`config.mk`:
```
export PLATFORM = sky130hd
export DESIGN_NAME = bk_adder_pipe
export DESIGN_NICKNAME = d
export VERILOG_FILES = /design/src/rtl/bk_pkg.sv /design/src/rtl/bk_adder_pipe_cell.sv /design/src/rtl/bk_adder_pipe.sv
export SDC_FILE = /design/constraint.sdc
export NUM_CORES = 1
export LEC_CHECK = 0
export ABC_AREA = 1
export BUFFER_PORTS_ARGS = -buffer_cell sky130_fd_sc_hd__buf_4
export CAP_MARGIN = 20
export CELL_PAD_IN_SITES_DETAIL_PLACEMENT = 0
export CELL_PAD_IN_SITES_GLOBAL_PLACEMENT = 1
export CORE_MARGIN = 5
export CORE_UTILIZATION = 23
export CTS_BUF_LIST = sky130_fd_sc_hd__clkbuf_4 sky130_fd_sc_hd__clkbuf_8
export DETAILED_ROUTE_END_ITERATION = 16
export PLACE_DENSITY = 0.5
export REMOVE_ABC_BUFFERS = 1
export SYNTH_ARGS = -nofsm -noshare
export SYNTH_HDL_FRONTEND = slang
export SYNTH_SLANG_ARGS = --single-unit
```
`constraint.sdc`:
```
create_clock -name clk -period 7.9 [get_ports clk]
set_input_delay 1.185 -clock clk [delete_from_list [all_inputs] [get_ports clk]]
set_output_delay 1.185 -clock clk [all_outputs]
set_load 0.03 [all_outputs]
```
`src/rtl/bk_pkg.sv`:
```
// Shared types and elaboration helpers for the pipelined Brent-Kung adder.
// Level/group arithmetic lives here so the top and the bench agree on it.
package bk_pkg;

  typedef struct packed {
    logic g;
    logic p;
  } pg_t;

  function automatic int bk_levels(input int w);
    return 2 * $clog2(w) - 1;
  endfunction

  function automatic int bk_groups(input int w, input int r);
    return (bk_levels(w) + r - 1) / r;
  endfunction

  function automatic int bk_stage(input int lvl, input int r);
    return lvl / r;
  endfunction

  function automatic int bk_span(input int w, input int lvl);
    int n;
    n = $clog2(w);
    return (lvl < n) ? lvl + 1 : 2 * n - 1 - lvl;
  endfunction

  function automatic int bk_half(input int w, input int lvl);
    return 1 << (bk_span(w, lvl) - 1);
  endfunction

  function automatic logic bk_active(input int w, input int lvl,
                                     input int i);
    int m;
    m = 1 << bk_span(w, lvl);
    if (lvl < $clog2(w)) return ((i + 1) % m) == 0;
    return (((i + 1) % m) == (m / 2)) && (i + 1 > m);
  endfunction

endpackage

```
`src/rtl/bk_adder_pipe_cell.sv`:
```
// Brent-Kung prefix combine operator: (g,p) = (g1 | p1&g0, p1&p0).
// Instantiated only where a level actually merges two spans.
module bk_prefix_cell (
  input  logic g1,
  input  logic p1,
  input  logic g0,
  input  logic p0,
  output logic g,
  output logic p
);

  assign g = g1 | (p1 & g0);
  assign p = p1 & p0;

endmodule

```
`src/rtl/bk_adder_pipe.sv`:
```
// Pipelined Brent-Kung adder/subtractor with global-stall handshake.
// Define BK_ADDER_PIPE_OVF_EN to add the registered signed-overflow port.
module bk_adder_pipe
  import bk_pkg::*;
#(
  parameter int WIDTH     = 16,
  parameter int REG_EVERY = 2
) (
  input  logic             clk,
  input  logic             rst_n,
  input  logic             in_valid,
  output logic             in_ready,
  input  logic [WIDTH-1:0] x1,
  input  logic [WIDTH-1:0] x2,
  input  logic             cin,
  input  logic             sub,
  output logic             out_valid,
  input  logic             out_ready,
  output logic [WIDTH-1:0] s,
  output logic             cout
`ifdef BK_ADDER_PIPE_OVF_EN
  ,
  output logic             ovf
`endif
);

  localparam int L = bk_levels(WIDTH);
  localparam int G = bk_groups(WIDTH, REG_EVERY);

  logic                   adv;
  logic [WIDTH-1:0]       b;
  logic [WIDTH-1:0]       p_in;
  logic                   c0_in;
  pg_t  [WIDTH-1:0]       pg_in;

  pg_t  [WIDTH-1:0]       st_pg   [G];
  logic [WIDTH-1:0]       st_p    [G];
  logic                   st_c0   [G];
  logic                   st_v    [G];
  pg_t  [WIDTH-1:0]       grp_out [G];

  pg_t  [WIDTH-1:0]       fin;
  logic [WIDTH-1:0]       s_d;
  logic                   cout_d;
  logic                   unused_fin;

  assign in_ready = !out_valid | out_ready;
  assign adv      = in_ready;

  // Operand conditioning; carry-in is folded into bit 0's generate.
  always_comb begin
    b     = sub ? ~x2 : x2;
    c0_in = sub ? ~cin : cin;
    p_in  = x1 ^ b;
    for (int i = 0; i < WIDTH; i++) begin
      pg_in[i].g = x1[i] & b[i];
      pg_in[i].p = p_in[i];
    end
    pg_in[0].g = pg_in[0].g | (p_in[0] & c0_in);
  end

  for (genvar j = 0; j < L; j++) begin : lv
    pg_t [WIDTH-1:0] din;
    pg_t [WIDTH-1:0] dout;

    if (j % REG_EVERY == 0) begin : g_reg
      assign din = st_pg[bk_stage(j, REG_EVERY)];
    end else begin : g_comb
      assign din = lv[j-1].dout;
    end

    for (genvar i = 0; i < WIDTH; i++) begin : gb
      if (bk_active(WIDTH, j, i)) begin : g_cell
        bk_prefix_cell u_cell (
          .g1 (din[i].g),
          .p1 (din[i].p),
          .g0 (din[i - bk_half(WIDTH, j)].g),
          .p0 (din[i - bk_half(WIDTH, j)].p),
          .g  (dout[i].g),
          .p  (dout[i].p)
        );
      end else begin : g_pass
        assign dout[i] = din[i];
      end
    end

    if (((j + 1) % REG_EVERY == 0) || (j == L - 1)) begin : g_tap
      assign grp_out[bk_stage(j, REG_EVERY)] = dout;
    end
  end

  assign fin        = grp_out[G-1];
  assign unused_fin = ^fin;

  // Sum bits from the final group prefixes and the original propagates.
  always_comb begin
    s_d    = '0;
    s_d[0] = st_p[G-1][0] ^ st_c0[G-1];
    for (int i = 1; i < WIDTH; i++) begin
      s_d[i] = st_p[G-1][i] ^ fin[i-1].g;
    end
    cout_d = fin[WIDTH-1].g;
  end

  // All stages shift together on adv; bubbles travel as cleared valids.
  always_ff @(posedge clk) begin
    if (!rst_n) begin
      for (int r = 0; r < G; r++) begin
        st_pg[r] <= '0;
        st_p[r]  <= '0;
        st_c0[r] <= 1'b0;
        st_v[r]  <= 1'b0;
      end
      out_valid <= 1'b0;
      s         <= '0;
      cout      <= 1'b0;
`ifdef BK_ADDER_PIPE_OVF_EN
      ovf       <= 1'b0;
`endif
    end else if (adv) begin
      st_pg[0] <= pg_in;
      st_p[0]  <= p_in;
      st_c0[0] <= c0_in;
      st_v[0]  <= in_valid;
      for (int r = 1; r < G; r++) begin
        st_pg[r] <= grp_out[r-1];
        st_p[r]  <= st_p[r-1];
        st_c0[r] <= st_c0[r-1];
        st_v[r]  <= st_v[r-1];
      end
      out_valid <= st_v[G-1];
      s         <= s_d;
      cout      <= cout_d;
`ifdef BK_ADDER_PIPE_OVF_EN
      ovf       <= fin[WIDTH-1].g ^ fin[WIDTH-2].g;
`endif
    end
  end

endmodule

```
Word level (Yosys, flattened, before mapping)
Memory sizes are Yosys's and may differ from the RTL's. A register that Yosys moved wholly into a read port is not among the register bits.
Index checks and enable logic that the tools add are counted.
{"block": "word_totals", "inputBits": 38, "word_cells": 155, "mem_bits_rw": 200, "register_bits": 17, "n_memories": 4, "out_inout_bits": 19}
{"block": "classes", "n_reduce_logical": 2, "bitwise_logic": 125, "n_mux": 22}
{"memory": "st_pg", "depth": 4, "width": 32, "read_ports": 4, "rd_ports_with_merged_regs": 0, "wr": 4, "line": "bk_adder_pipe.sv:36", "rtl": "pg_t [WIDTH-1:0] st_pg [G];"}
{"memory": "st_p", "depth": 4, "width": 16, "read_ports": 4, "rd_ports_with_merged_regs": 0, "wr": 4, "line": "bk_adder_pipe.sv:37", "rtl": "logic [WIDTH-1:0] st_p [G];"}
{"memory": "st_c0", "depth": 4, "width": 1, "read_ports": 4, "rd_ports_with_merged_regs": 0, "wr": 4, "line": "bk_adder_pipe.sv:38", "rtl": "logic st_c0 [G];"}
{"memory": "st_v", "depth": 4, "width": 1, "read_ports": 4, "rd_ports_with_merged_regs": 1, "wr": 4, "line": "bk_adder_pipe.sv:39", "rtl": "logic st_v [G];"}
{"op": "$mux 32", "n": 4}
{"op": "$mux 16", "n": 5}
{"op": "$and 1x1->1", "n": 62}
{"op": "$or 1x1->1", "n": 44}
{"op": "$not 16->16", "n": 1}
{"op": "$xor 1x1->1", "n": 16}
{"op": "$xor 16x16->16", "n": 1}
{"op": "$mux 1", "n": 13}
{"op": "$logic_not 1->1", "n": 2}
{"op": "$not 1->1", "n": 1}

Longest topological paths before layout
{"block": "depth", "depth_word": 6, "ltp_mapped": 6, "ltp_nobuf": 5}

Hierarchy
Synthesis repeated with hierarchy kept, for this count alone.
{"block": "unflattened", "cells_unflattened": 760, "hier_area_um2": 7651.1}
{"module": "bk_adder_pipe", "n_inst": 1, "cells_per_inst": 630, "area_per_inst_um2": 7163.1, "seq_area_each_um2": 5074.9}
{"module": "bk_prefix_cell", "n_inst": 26, "cells_per_inst": 5, "area_per_inst_um2": 18.8, "seq_area_each_um2": 0.0}

Worst setup path before layout
OpenSTA, ideal clock, no wires.
{"block": "synth_path", "path_type": "in2reg", "start": "input out_ready", "end": "memory st_c0[0][0], enable pin", "arrival_time_ps": 4389, "path_buffers": 0, "cell_stages": 4, "t_required_ps": 7404, "setup_time_ps": 496, "setup_slack_ps": 3014, "path_cell_list": "inv_1 -> nand2_1 -> nor2_1 -> inv_1"}
{"item": "start: declaration", "line": "bk_adder_pipe.sv:18", "rtl": "input logic out_ready,"}
{"item": "end: declaration", "line": "bk_adder_pipe.sv:38"}

==> metrics <==
clock input transition at the sequential cells of the worst setup and hold paths=0.08 ns; Top Ports=57; Final Power=0.001684 W; post-DR wirelength/cell=10.12 um; final count of pins violating max slew=0; min-delay src=st_pg[3][31]; synth warn=0; TritonCTS buffer count=17; VDD IR max=0.00007883 V; Core Area=29,720 um^2; Setup crit end=st_p[0][14]; setup TNS=0 ns; slew margin rel.=47.18%; # nets final=759; final wirelength=11,140 um; Clock Tree Buf Depth=2; RSZ-0062 raised after global routing=no; Worst Path Arrival=3.10 ns; Avg Inst Size Synth=10.84 um^2; drc violations=0; M1 GR Usage=9.195%; M2 GR Usage=10.65%; number of global-route vias before repair=3,762; Die Width=183.5 um; total setup buffers inserted after CTS=0; Total GRT Usage=7.021%; crit end category=register; Hold Slack=0.4490 ns; Vias/cell=3.430; CTS sink cnt=164; Hold WC Path Type=reg2reg; Die Ht=183.5 um; largest net degree at the start of global routing=110; first-pass GRT wire length=18,780 um; met3 Track Usage GR=2.414%; ANT nets after route=0; GPL Wtd Cong=0.6676; power per cell area=207.7 nW/um^2; DR vias=3,773; CTS root buffer=clkbuf_8; Setup crit start=out_ready; reg-to-reg slack, setup=5.38 ns; H-tree depth=4; clock latency on the worst-skew pair=0.44 ns; max_cap viols=0; Netlist Area Pre-Place=6925 um^2; dpl ws=4.348 ns; Crit Path Category=in2reg; Least-Margin Pin Slew=0.7923 ns; crit path max fanout=81; fin worst setup slack=4.866 ns; most crowded layer after global routing=met2; R2R cell count=5; fin crit share=38.41%; start of the worst register-to-register path=out_valid; crit path launch type=primary input; initial antenna violation count=0; Yosys cell types=16; outcome=finished clean; worst path required time=7.96 ns; Post-DP HPWL=6745 um; number of synthesized register bits=164; Worst Skew=0.01211 ns; row count=63; drt initial violations=218; total die area=33,680 um^2; hold_buf cts=0; share of layout cells above drive strength 1=13.38%; fmax=329.6 MHz; area delta synth->final=17.07%; GRT overflow=0; # port buffers=56; antenna cell count=0; post-cts resize count=0; 1st-pass router iterations=4; initial core utilization=23.30%; r2r endpoint=st_p[0][14]; Cells after Synth=639; TritonCTS clock tree=yes; final core utilization=27.28%; sequential share of the synthesized area=68.08%; Final min period=3.034 ns; # setup viols final=0; Fin. Hold Viols=0; Leak=3.568 nW
-- cell type report --
class                      count  area, um^2
multi-input combinational    309        1514
fill                        3163       21610
inverter                     145       549.3
clock inverter                12       115.1
sequential                   164        4715
timing repair buffer          61       478.0
tap                          390       488.0
clock buffer                  19       249.0
-- critical path, cell delays in order --
cell	delay, ns
buf_4	0.08
inv_1	0.05
nand2_1	0.15
nor2_2	0.04
buf_4	0.22
inv_6	0.54
buf_4	0.76
-- logic make-up after synthesis --
family	count (synthesis)	share of synthesized area, %
xor+xnor	18	2.276
buf+inv	166	10.17
fa+ha+maj	23	4.155
flops	164	68.08
simple gates	240	13.24
compound gates	28	2.078
-- where the power goes --
part	internal, W	switching, W	total, W
clock	0.000281	0.000291	0.000572
sequential	0.000982	0.0000166	0.000999
combinational	0.0000472	0.0000655	0.000113
total	0.00131	0.000373	0.00168
-- registers in the layout (all words and copies together), names as in the netlist --
name	flops
st_pg	90
st_p	48
s	16
st_c0	4
st_v	4
cout	1
out_valid	1
-- per-stage QoR --
step / instance area [um^2] / instances
final: 8108 / 1100
after global routing: 8108 / 1100
after CTS: 8080 / 1099
after detailed placement: 7716 / 1068
after global placement: 7716 / 1068
after floorplan: 6765 / 618
-- worst min path at each step --
| stage | to | depth (start not counted) |
|---|---|---|
| 6_report | cout | 2 |
| 3_3_place_gp | st_v[1] | 2 |
| 3_5_place_dp | cout | 2 |
| 2_1_floorplan | cout | 2 |
| 5_1_grt | cout | 2 |
| 4_1_cts | out_valid | 2 |
-- cell usage after synthesis --
cell,count,area [um^2]
edfxtp_1,143,4294
xor2_1,18,157.7
nand2_1,94,352.8
buf_4,2,15.01
nand2_2,1,6.260
nor3_1,3,15.01
o21ai_0,7,35.03
nand3_1,8,40.04
ha_1,23,287.8
a21oi_1,20,100.1
dfxtp_1,21,420.4
a21oi_2,1,8.760
buf_6,8,90.09
buf_2,11,55.05
inv_1,145,544.3
nor2_1,134,503.0
-- routing by layer --
metal / up-vias / share of wire, %
li1: 2087 / -
met5: - / 0
met1: 1618 / 50
met3: 10 / 4.6
met4: 0 / 1.4
met2: 58 / 44
-- cell usage in the layout (no fill, tap or decap), types with 2 or more instances in the layout --
cell type / instances
a21oi_1: 20
buf_4: 60
bufinv_16: 2
clkbuf_4: 2
clkbuf_8: 17
clkinv_2: 7
dfxtp_1: 21
edfxtp_1: 143
ha_1: 23
inv_1: 144
nand2_1: 94
nand3_1: 8
nor2_1: 133
nor3_1: 3
o21ai_0: 7
xor2_1: 18
(Power assumes the default switching activity.)
